--- src/rtl/write_datapath.sv ---
`default_nettype none
// ============================================================================
// Module   : write_datapath
// Purpose  : ESDI write-data receiver. Generates the NRZ write clock, samples
//            synchronized write data while write gate is open, packs it
//            MSB-first into bytes and streams them out tagged with the sector.
// Revision : 1.0  initial release
// ============================================================================
module write_datapath #(
    parameter int DEFAULT_HALFBIT = 5
) (
    input  logic        csr_aclk,
    input  logic        csr_aresetn,
    input  logic        csr_awvalid,
    output logic        csr_awready,
    input  logic [4:0]  csr_awaddr,
    input  logic [2:0]  csr_awprot,
    input  logic        csr_wvalid,
    output logic        csr_wready,
    input  logic [31:0] csr_wdata,
    input  logic [3:0]  csr_wstrb,
    output logic        csr_bvalid,
    input  logic        csr_bready,
    output logic [1:0]  csr_bresp,
    input  logic        csr_arvalid,
    output logic        csr_arready,
    input  logic [4:0]  csr_araddr,
    input  logic [2:0]  csr_arprot,
    output logic        csr_rvalid,
    input  logic        csr_rready,
    output logic [31:0] csr_rdata,
    output logic [1:0]  csr_rresp,
    output logic        parallel_tvalid,
    input  logic        parallel_tready,
    output logic [7:0]  parallel_tdata,
    output logic        parallel_tlast,
    output logic [7:0]  parallel_tid,
    input  logic [7:0]  sector_number,
    input  logic        esdi_write_gate,
    input  logic        esdi_write_data,
    output logic        esdi_write_clock
);

    typedef enum logic [1:0] {
        IDLE  = 2'd0,
        HUNT  = 2'd1,
        SHIFT = 2'd2
    } state_t;

    // CSR storage and AXI-Lite holds
    logic        aw_full, w_full;
    logic [2:0]  aw_idx;
    logic [6:0]  wdata_q;
    logic [1:0]  control;
    logic [1:0]  status;
    logic [6:0]  clocks_per_halfbit;
    logic [15:0] last_byte_count;
    logic        do_write;
    logic [31:0] rd_mux;

    // Clock generator
    logic [7:0]  cnt;
    logic [7:0]  h_ext, half_end, full_end;
    logic        strobe;

    // Synchronizers
    logic [1:0]  gate_sync, data_sync;
    logic        gate_s, data_s, gate_q;

    // Deserializer state
    state_t      state;
    logic [6:0]  shreg;
    logic [2:0]  bit_cnt, bits_next;
    logic [7:0]  tid_q, pend_data, new_byte;
    logic        pend_valid, flush;
    logic [15:0] byte_cnt, byte_total;
    logic        active, sample, complete, gate_rise, gate_fall;
    logic        issue, issue_last, can_load, set_overflow, set_partial;

    logic        unused_inputs;
    assign unused_inputs = ^{csr_awaddr[1:0], csr_araddr[1:0], csr_awprot,
                             csr_arprot, csr_wstrb, csr_wdata[31:7]};

    assign csr_awready = !aw_full;
    assign csr_wready  = !w_full;
    assign csr_arready = !csr_rvalid || csr_rready;
    assign csr_bresp   = 2'b00;
    assign csr_rresp   = 2'b00;
    assign do_write    = aw_full && w_full && (!csr_bvalid || csr_bready);

    assign h_ext    = {1'b0, clocks_per_halfbit};
    assign half_end = h_ext - 8'd1;
    assign full_end = (h_ext << 1) - 8'd1;
    assign strobe   = (cnt == half_end);

    assign gate_s    = gate_sync[1];
    assign data_s    = data_sync[1];
    assign active    = (state != IDLE);
    assign sample    = active && strobe;
    assign complete  = sample && (state == SHIFT) && (bit_cnt == 3'd7);
    assign new_byte  = {shreg, data_s};
    assign gate_rise = gate_s && !gate_q;
    assign gate_fall = active && gate_q && !gate_s;
    assign can_load  = !parallel_tvalid || parallel_tready;

    // Next bit count and window byte total including this cycle's completion
    always_comb begin
        bits_next  = bit_cnt;
        byte_total = byte_cnt;
        if (sample) begin
            if (state == HUNT) bits_next = data_s ? 3'd1 : 3'd0;
            else               bits_next = bit_cnt + 3'd1;
        end
        if (complete && (byte_cnt != 16'hFFFF)) byte_total = byte_cnt + 16'd1;
    end

    // Decide whether the pending byte leaves this cycle, and with which tlast
    always_comb begin
        issue      = 1'b0;
        issue_last = 1'b0;
        if (flush) begin
            issue      = 1'b1;
            issue_last = 1'b1;
        end else if (complete && pend_valid) begin
            issue = 1'b1;
        end else if (gate_fall && pend_valid) begin
            issue      = 1'b1;
            issue_last = 1'b1;
        end
    end

    assign set_overflow = issue && !can_load;
    assign set_partial  = gate_fall && (bits_next != 3'd0);

    // Register read multiplexer
    always_comb begin
        rd_mux = 32'd0;
        case (csr_araddr[4:2])
            3'd0:    rd_mux = {30'd0, control};
            3'd1:    rd_mux = {30'd0, status};
            3'd2:    rd_mux = {25'd0, clocks_per_halfbit};
            3'd3:    rd_mux = {16'd0, last_byte_count};
            default: rd_mux = 32'd0;
        endcase
    end

    // AXI-Lite write path: independent AW/W holds, commit into registers
    always_ff @(posedge csr_aclk or negedge csr_aresetn) begin
        if (!csr_aresetn) begin
            aw_full            <= 1'b0;
            w_full             <= 1'b0;
            aw_idx             <= 3'd0;
            wdata_q            <= 7'd0;
            csr_bvalid         <= 1'b0;
            control            <= 2'd0;
            status             <= 2'd0;
            clocks_per_halfbit <= 7'(DEFAULT_HALFBIT);
        end else begin
            if (csr_awvalid && !aw_full) begin
                aw_full <= 1'b1;
                aw_idx  <= csr_awaddr[4:2];
            end
            if (csr_wvalid && !w_full) begin
                w_full  <= 1'b1;
                wdata_q <= csr_wdata[6:0];
            end
            if (do_write) begin
                aw_full    <= 1'b0;
                w_full     <= 1'b0;
                csr_bvalid <= 1'b1;
                case (aw_idx)
                    3'd0:    control            <= wdata_q[1:0];
                    3'd1:    status             <= wdata_q[1:0];
                    3'd2:    clocks_per_halfbit <= wdata_q;
                    default: ;
                endcase
            end else if (csr_bready) begin
                csr_bvalid <= 1'b0;
            end
            // Hardware events take priority over a same-cycle software write
            if (set_overflow) status[0] <= 1'b1;
            if (set_partial)  status[1] <= 1'b1;
        end
    end

    // AXI-Lite read path with registered data
    always_ff @(posedge csr_aclk or negedge csr_aresetn) begin
        if (!csr_aresetn) begin
            csr_rvalid <= 1'b0;
            csr_rdata  <= 32'd0;
        end else if (csr_arvalid && csr_arready) begin
            csr_rvalid <= 1'b1;
            csr_rdata  <= rd_mux;
        end else if (csr_rready) begin
            csr_rvalid <= 1'b0;
        end
    end

    // Free-running half-bit counter producing the write clock
    always_ff @(posedge csr_aclk or negedge csr_aresetn) begin
        if (!csr_aresetn) begin
            cnt              <= 8'd0;
            esdi_write_clock <= 1'b0;
        end else if (cnt == full_end) begin
            cnt              <= 8'd0;
            esdi_write_clock <= 1'b0;
        end else begin
            cnt <= cnt + 8'd1;
            if (strobe) esdi_write_clock <= 1'b1;
        end
    end

    // Two-flop synchronizers for gate and data, plus gate edge history
    always_ff @(posedge csr_aclk or negedge csr_aresetn) begin
        if (!csr_aresetn) begin
            gate_sync <= 2'b00;
            data_sync <= 2'b00;
            gate_q    <= 1'b0;
        end else begin
            gate_sync <= {gate_sync[0], esdi_write_gate};
            data_sync <= {data_sync[0], esdi_write_data};
            gate_q    <= gate_s;
        end
    end

    // Window state machine, deserializer and pending-byte stage
    always_ff @(posedge csr_aclk or negedge csr_aresetn) begin
        if (!csr_aresetn) begin
            state           <= IDLE;
            shreg           <= 7'd0;
            bit_cnt         <= 3'd0;
            tid_q           <= 8'd0;
            pend_data       <= 8'd0;
            pend_valid      <= 1'b0;
            flush           <= 1'b0;
            byte_cnt        <= 16'd0;
            last_byte_count <= 16'd0;
        end else begin
            flush <= 1'b0;
            if (flush) pend_valid <= 1'b0;
            case (state)
                IDLE: begin
                    if (gate_rise && control[1]) begin
                        state      <= control[0] ? HUNT : SHIFT;
                        tid_q      <= sector_number;
                        bit_cnt    <= 3'd0;
                        byte_cnt   <= 16'd0;
                        pend_valid <= 1'b0;
                    end
                end
                HUNT, SHIFT: begin
                    if (sample) begin
                        if (state == HUNT) begin
                            if (data_s) begin
                                shreg   <= 7'd1;
                                bit_cnt <= 3'd1;
                                state   <= SHIFT;
                            end
                        end else begin
                            shreg   <= new_byte[6:0];
                            bit_cnt <= bits_next;
                        end
                    end
                    byte_cnt <= byte_total;
                    if (complete) begin
                        pend_data  <= new_byte;
                        pend_valid <= 1'b1;
                    end
                    if (gate_fall) begin
                        state           <= IDLE;
                        last_byte_count <= byte_total;
                        // A byte finishing on the closing edge leaves one cycle later
                        if (complete) flush      <= 1'b1;
                        else          pend_valid <= 1'b0;
                    end
                end
                default: state <= IDLE;
            endcase
        end
    end

    // AXI-Stream output register
    always_ff @(posedge csr_aclk or negedge csr_aresetn) begin
        if (!csr_aresetn) begin
            parallel_tvalid <= 1'b0;
            parallel_tdata  <= 8'd0;
            parallel_tlast  <= 1'b0;
            parallel_tid    <= 8'd0;
        end else if (issue && can_load) begin
            parallel_tvalid <= 1'b1;
            parallel_tdata  <= pend_data;
            parallel_tlast  <= issue_last;
            parallel_tid    <= tid_q;
        end else if (issue && issue_last) begin
            // Final byte cannot be taken: mark the stalled beat as the end
            parallel_tlast <= 1'b1;
        end else if (parallel_tready) begin
            parallel_tvalid <= 1'b0;
        end
    end

endmodule
`default_nettype wire
--- config.mk ---
export PLATFORM = sky130hd
export DESIGN_NAME = write_datapath
export DESIGN_NICKNAME = d
export VERILOG_FILES = /design/src/rtl/write_datapath.sv
export SDC_FILE = /design/constraint.sdc
export NUM_CORES = 1
export LEC_CHECK = 0
export ABC_AREA = 0
export CORE_MARGIN = 4
export CORE_UTILIZATION = 35
export DETAILED_ROUTE_END_ITERATION = 10
export GPL_TIMING_DRIVEN = 0
export PLACE_DENSITY = 0.6
export SYNTH_ARGS = -nofsm -noshare
export SYNTH_HDL_FRONTEND = slang
export SYNTH_SLANG_ARGS = --single-unit
--- constraint.sdc ---
create_clock -name csr_aclk -period 3 [get_ports csr_aclk]
set_input_delay 0.75 -clock csr_aclk [delete_from_list [all_inputs] [get_ports csr_aclk]]
set_output_delay 0.75 -clock csr_aclk [all_outputs]
set_load 0.01 [all_outputs]
# Word-level counts from Yosys, hierarchy flattened
# Cells that the tools add are included.
[word_totals]
out_inout_bits = 60
elab_cells = 168
regBits = 151
inputBits = 70
[classes]
n_eq_ne = 19
reduce_logical = 60
add_sub_neg = 5
mux = 55
[op_table]
columns = ["operator", "n"]
rows = [
  ["16-bit case mux with 4 select lines", 1],
  ["16-bit two-way mux", 2],
  ["16-bit case mux with 2 select lines", 1],
  ["1-bit two-way mux", 31],
  ["2-bit nonzero test", 13],
  ["1-bit logical AND", 19],
  ["3-bit two-way mux", 6],
  ["2-bit AND reduction", 9],
  ["16-bit by 1-bit adder with 16-bit output, second input constant", 1],
  ["8-bit == test", 2],
  ["2-bit two-way mux", 8],
  ["16-bit != test, second input constant", 1],
  ["7-bit two-way mux", 2],
  ["3-bit != test, second input constant", 4],
  ["3-bit by 2-bit == test with 1-bit output, second input constant", 3],
  ["8-bit by 1-bit adder with 8-bit output, second input constant", 1],
  ["1-bit logical NOT", 8],
  ["8-bit two-way mux", 1],
  ["2-bit != test, second input constant", 4],
  ["4-bit AND reduction", 2],
  ["7-bit by 1-bit subtractor with 8-bit output, second input constant", 1],
  ["8-bit by 1-bit subtractor with 8-bit output, second input constant", 1],
  ["3-bit by 1-bit == test with 1-bit output, second input constant", 2],
  ["3-bit logical NOT", 2],
  ["12 further kinds", 14],
]

# Depth between registers and ports, before layout
# Gate-level depths: netlist of run 1.
[logic_depth]
ltp_word = 11
depth_mapped = 11
depth_no_buf = 9

# Worst setup path before layout of run 1
# OpenSTA, ideal clock, no wires.
[synth_timing]
path_type = "reg2reg"
start = "register clocks_per_halfbit[2]"
end = "register byte_cnt[11]"
path_stages_with_launch = 11
period_less_slack_ns = 3.013
setup_slack_ns = -0.013
setup_time_ns = 0.121
path_buffers = 3
required_time_ns = 2.879
t_arrival_ns = 2.892
cell_sequence = "dfstp_2 buf_6 or3_1 buf_6 o311a_4 a2111oi_4 nand4_2 clkbuf_1 nor3_1 mux2_2 a22o_1"
[synth_via]
elab_chain_cells = 8
[synth_lines]
columns = ["item", "line", "text"]
rows = [
  ["start: declaration", "56", "logic [6:0] clocks_per_halfbit;"],
  ["start signal: assignment", "157", "clocks_per_halfbit <= 7'(DEFAULT_HALFBIT);"],
  ["start signal: assignment", "174", "3'd2: clocks_per_halfbit <= wdata_q;"],
  ["7-bit by 1-bit subtractor with 8-bit output", "92", "assign half_end = h_ext - 8'd1;"],
  ["8-bit == test", "94", "assign strobe = (cnt == half_end);"],
  ["1-bit logical AND", "99", "assign sample = active && strobe;"],
  ["1-bit logical AND (2 in series)", "100", "assign complete = sample && (state == SHIFT) && (bit_cnt == 3'd7);"],
  ["1-bit logical AND", "114", "if (complete && (byte_cnt != 16'hFFFF)) byte_total = byte_cnt + 16'd1;"],
  ["16-bit two-way mux", "114", ""],
  ["16-bit case mux with 2 select lines", "241", "case (state)"],
  ["end signal: assignment", "264", "byte_cnt <= byte_total;"],
  ["end: declaration", "76", "logic [15:0] byte_cnt, byte_total;"],
]
# No other way between the ends.
# A chain may end at the register's enable or synchronous reset.

# Worst setup path after layout of run 1
[layout_timing]
start = "register clocks_per_halfbit[0]"
end = "register byte_cnt[14]"
# Same word-level chain as after synthesis.

==> impl_metrics.tcl, run 1 <==
set metrics [dict create \
    io_pins 130 \
    pre_cts_slack_ns -0.521 \
    grt_pass1_vias 5100 \
    antenna_found_initial 0 \
    fp.dieH_um 146 \
    nNetsFinal 798 \
    clockBufferDepth 2 \
    syn_inst 594 \
    cp-end-kind "flip-flop" \
    crit_chain "or3_4 > o311a_4 > a2111oi_4 > nand4_4 > or4_4 > and3_4 > a211o_1" \
    yosys.area.top_type "dfrtp_1" \
    slowest_stage "or4_4" \
    timing.slew.headroom_pct 39.4 \
    tightest_slew_ns 0.904 \
    synth_common_cells "133 x dfrtp_1, 57 x mux2_2, 51 x nand2_1" \
    dr.pass1.iters 4 \
    rsz0062_at_grt "no" \
    grt_overflow 0 \
    clock_latency_ns 0.42 \
    dp_cells 917 \
    diodes 0 \
    leakage_uw 0.00373 \
    synth_most_common_cell "dfrtp_1" \
    core-area_um2 18700 \
    yosys.area.top_type_share_pct 50.1 \
    initial_core_util_pct 35.5 \
    drv_cap 0 \
    slew_violations 0 \
    dpl.hpwl_mm 10.8 \
    placementRows 50 \
    critPathMaxFanout 6 \
    viasPerCell 5.04 \
    outcome "finished, final reports clean" \
    tritoncts "yes" \
    fin_crit_ns 2.92 \
    via_count 4868 \
    grt_pass1_wl_mm 25.8 \
    die_area_um2 21200 \
    power.density_nw_per_um2 760 \
    slowest_delay_ns 0.56 \
    r2r_start "clocks_per_halfbit[0]" \
    worst_slack_ns 0.0780 \
    grt_usage_pct 14.8 \
    r2r_cells 7 \
    crit_family "simple AND/OR/NAND/NOR gates" \
    dpl_cell_area_um2 7720 \
    ir_drop_mv 0.459 \
    syn_area_um2 6640 \
    drc 0 \
    worstSetupPathType "flip-flop to flip-flop" \
    ys_ff_latch 135 \
    drtIter0Drc 267 \
    async_reset_ff_share_pct 100 \
    worstSetupStartpointType "flip-flop" \
    grt_max_degree 71 \
    reg2reg_to "byte_cnt[14]" \
    yosysWarnings 0 \
    min_path_type "input pin to asynchronous set/reset pin" \
    synth.distinct_cells 63 \
    report.final.hold_viol_count 0 \
    totalWireLength_mm 15.1 \
    layout.cells.non_filler 965 \
    clkTransAtPathRegs_ns 0.06 \
    final_util_pct 45.8 \
    regToRegSetupSlack_ns 0.08 \
    syn_avg_cell_area_um2 11.2 \
    synth_edf_count 0 \
    syn_to_final_growth_pct 29.0 \
    arrival_ns 3.21 \
    synth.area.top_cells "dfrtp_1 50%, mux2_2 9.7%, a22o_1 3.4%" \
    fin_crit_sh_pct 97.4 \
    required_ns 3.29 \
    gp_congestion 0.830 \
    drive_above_1_share_pct 22.8 \
    synthFlopType "dfrtp_1" \
    portBuffers 69 \
    seq_area_frac_synth_pct 50.9 \
    ant_nets 0 \
    path_buf_inv 0 \
    htree_levels 4 \
    die_w_um 146 \
    cts_sinks 135 \
    fin_skew_ns 0.0108 \
    wire_per_inst_um 15.7 \
    final_cell_area_um2 8560 \
    cts_made_buffers 17 \
    clock.fmax_mhz 342 \
    setup_viol 0 \
    cts_hold_buf 0 \
    clockRootBuffer "clkbuf_16" \
]
## worst max-delay path by stage
stage                           from      endpoint  depth (start not counted)
2_1_floorplan  clocks_per_halfbit[2]  byte_cnt[11]                         10
3_3_place_gp             csr_aresetn        cnt[5]                          1
3_5_place_dp   clocks_per_halfbit[1]   byte_cnt[9]                         10
4_1_cts        clocks_per_halfbit[0]  byte_cnt[14]                          9
5_1_grt        clocks_per_halfbit[0]  byte_cnt[14]                          7
6_report       clocks_per_halfbit[0]  byte_cnt[14]                          7
## kinds of logic after synthesis
| kind of cell | count (synthesis) | synth area share [%] |
|---|---|---|
| simple gates | 182 | 14.6 |
| mux | 70 | 12.0 |
| xor+xnor | 37 | 4.88 |
| buf+inv | 63 | 4.96 |
| fa+ha+maj | 9 | 1.70 |
| flops | 135 | 50.9 |
| compound gates | 97 | 10.9 |
| other cells | 1 | 0.0565 |
## power breakdown
group / leakage [µW] / switching (µW) / internal, µW
registers: 0.00177 / 226 / 2130
clock network: 0.000275 / 744 / 1280
logic: 0.00168 / 1150 / 985
total: 0.00373 / 2120 / 4390
## per-layer routing
metal / track usage, % / up-vias / wire length [µm]
met2: 24.4 / 120 / 7290
met4: 5.41 / 0 / 272
met5: 0 / - / 0
li1: - / 2338 / -
met3: 4.20 / 22 / 744
met1: 18.6 / 2388 / 6800
## layout make-up
cell class	instances	area, µm²
sequential	135	3390
clock inverter	8	97.6
clock buffer	23	478
timing repair buffer	92	880
inverter	15	56.3
buffer	43	258
tap	234	293
multi-input combinational	415	3120
fill	1738	10100
## through the flow
| stage | power, µW | setup TNS (ns) | hold slack (ns) |
|---|---|---|---|
| floorplan | 3700 | -0.0261 | 0.331 |
| global placement | 4220 | -554.65 | 0.335 |
| detailed placement | 4270 | -12.12 | 0.335 |
| CTS | 6510 | 0 | 0.347 |
| global route | 6910 | 0 | 0.358 |
| finish | 6510 | 0 | 0.318 |
## placed cells by master (no fill, tap or decap), drive strengths merged, types with 13 or more instances in the layout
cell	n
o21ai	31
nand2	51
a22o	26
dfrtp	133
inv	15
clkdlybuf4s50	68
nand2b	13
nor2	33
clkbuf	44
nand3	17
buf	46
conb	20
xnor2	26
mux2	57
## worst reg2reg max path, delay by kind of cell (launching register included)
kind / cells / cell delay (ns)
AOI/OAI and AO/OA: 3 / 1.06
and+or+nand+nor: 4 / 1.37
DFF: 1 / 0.38
## what timing repair did
item                                   CTS  global route
gates resized for setup                 23             9
buffers inserted                        15             5
setup endpoints to repair               53            34
pin swaps                                8             4
gates cloned                             1             0
endpoints found under the hold margin    0             0
## flip-flops by register name (all words and copies together), names as in the netlist, 8 cells and up
register,count
pend_data,8
tid_q,8
csr_rdata,16
byte_cnt,16
parallel_tdata,8
parallel_tid,8
cnt,8
last_byte_count,16
Power figures use the tool's default switching activity.
==> run 2, diff against run 1 <==
--- a/config.mk
+++ b/config.mk
@@ -8,3 +8,2 @@
 export ABC_AREA = 0
-export CORE_MARGIN = 4
 export CORE_UTILIZATION = 35
@@ -12,3 +11,3 @@
 export GPL_TIMING_DRIVEN = 0
-export PLACE_DENSITY = 0.6
+export PLACE_DENSITY = 0.58
 export SYNTH_ARGS = -nofsm -noshare
==> constraint.sdc (replaced) <==
create_clock -name csr_aclk -period 3.3 [get_ports csr_aclk]
set_input_delay 0.825 -clock csr_aclk [delete_from_list [all_inputs] [get_ports csr_aclk]]
set_output_delay 0.825 -clock csr_aclk [all_outputs]
set_load 0.1 [all_outputs]
==> run 2 against run 1 <==
Against the previous run: cell area is 2.2% lower; sequential power is 8% lower; global-route usage is 1.8 points higher; largest power group unchanged.
==> impl_metrics.tcl, run 2 (synthesis gave the netlist of run 1 again) <==
set metrics [dict create \
    timing.slew.headroom_pct 34.4 \
    drtIter0Drc 207 \
    clock_latency_ns 0.42 \
    dr_wl_met2_mm 6.99 \
    grt_pass1_wl_mm 25.7 \
    routed.top_layer "met4" \
    final_cell_mix "133 x dfrtp_1, 67 x clkdlybuf4s50_1, 57 x mux2_2" \
    cts_sinks 135 \
    slew_violations 0 \
    grt_pass1_vias 4998 \
    tns_ns 0 \
    portBuffers 69 \
    layout_commonest_cell "dfrtp_1" \
    via_count 4799 \
    cts_made_buffers 17 \
    arrival_ns 3.45 \
    die_w_um 140 \
    dr.pass1.iters 5 \
    gp_congestion 0.818 \
    setup_viol 0 \
    fin_skew_ns 0.00495 \
    diodes 0 \
    ir_drop_mv 0.462 \
    syn_to_final_growth_pct 26.1 \
    fp.dieH_um 140 \
    worstSetupStartpointType "flip-flop" \
    power.density_nw_per_um2 719 \
    top_regs "byte_cnt (16), csr_rdata (16), last_byte_count (16)" \
    clock.fmax_mhz 318 \
    clockBufferDepth 2 \
    wl_met3_um 568 \
    antenna_found_initial 0 \
    whs_ns 0.320 \
    drc 0 \
    total_power_uw 6020 \
    ant_nets 0 \
    cp-end-kind "flip-flop" \
    critPathMaxFanout 10 \
    worstSetupPathType "flip-flop to flip-flop" \
    drv_cap 0 \
    fin_crit_ns 3.14 \
    r2r_cells 10 \
    nFillCells 1716 \
    leakage_uw 0.00366 \
    wl_met1_mm 6.86 \
    clockRootBuffer "clkbuf_16" \
    placementRows 49 \
    tritoncts "yes" \
    dpl.hpwl_mm 10.5 \
    viasPerCell 5.06 \
    worst_slack_ns 0.159 \
    outcome "finished, final reports clean" \
    report.final.hold_viol_count 0 \
    pre_cts_slack_ns -0.227 \
    clkTransAtPathRegs_ns 0.06 \
    die_area_um2 19500 \
    htree_levels 4 \
    wire_per_inst_um 15.5 \
    initial_core_util_pct 36.3 \
    grt_max_degree 93 \
    core-area_um2 18300 \
    min_path_type "input pin to asynchronous set/reset pin" \
    totalWireLength_mm 14.7 \
    tightest_slew_ns 0.980 \
    required_ns 3.61 \
    drive_above_1_share_pct 20.4 \
    grt_usage_pct 16.6 \
    io_pins 130 \
    grt_overflow 0 \
    nNetsFinal 786 \
    fin_crit_sh_pct 95.2 \
]
-- run 2: worst max-delay path, cell delays in order, from the launching register on --
cell and delay [ns]:
dfstp_2 0.36, buf_6 0.13, or3_1 0.36, buf_6 0.15
o31a_1 0.31, a2111oi_4 0.43, nand4_2 0.22, clkbuf_4 0.26
nor3_2 0.26, mux2_2 0.36, a22o_1 0.17
-- run 2: layout make-up --
cell class | count | area [µm²] | share of cell area (%)
Timing Repair Buffer | 77 | 771 | 9.21
Inverter | 15 | 56.3 | 0.673
Multi-Input combinational cell | 415 | 3050 | 36.4
Sequential cell | 135 | 3380 | 40.4
Tap cell | 229 | 287 | 3.42
Clock inverter | 11 | 73.8 | 0.882
Clock buffer | 21 | 480 | 5.74
Buffer | 46 | 274 | 3.27
-- run 2: report_power, final --
part	switching, µW	internal, µW
clock	715	1040
sequential	236	1930
combinational	1300	803
total	2250	3770
-- run 2: stage by stage --
step	instance area (µm²)	instances	utilization, %
final	8370	949	45.8
after global routing	8370	949	45.8
after CTS	8300	945	45.4
after detailed placement	7710	912	42.2
after global placement	7690	911	42.1
after floorplan	6710	613	-
-- run 2: timing repair --
item | in CTS | in global routing
resized for setup | 7 | 7
hold buffers | 0 | 0
endpoints found under the setup margin | 14 | 30
pin swaps | 1 | 2
setup buffers | 1 | 6
-- run 2: final timing paths --
kind | slack [ns] | endpoint | start
setup / recovery | 0.16 | byte_cnt[11] | clocks_per_halfbit[2]
hold / removal | 0.32 | parallel_tdata[4] | csr_aresetn
setup reg to reg | 0.16 | byte_cnt[11] | clocks_per_halfbit[2]
hold reg to reg | 0.35 | gate_sync[1] | gate_sync[0]
max in group asynchronous | 2.16 | clocks_per_halfbit[0] | csr_aresetn
min in group csr_aclk | 0.35 | gate_sync[1] | gate_sync[0]
-- run 2: layer usage --
metal	vias up	GRT usage [%]
li1	2307	-
met1	2378	22.1
met2	97	26.2
met3	17	3.61
met4	0	7.06
met5	-	0
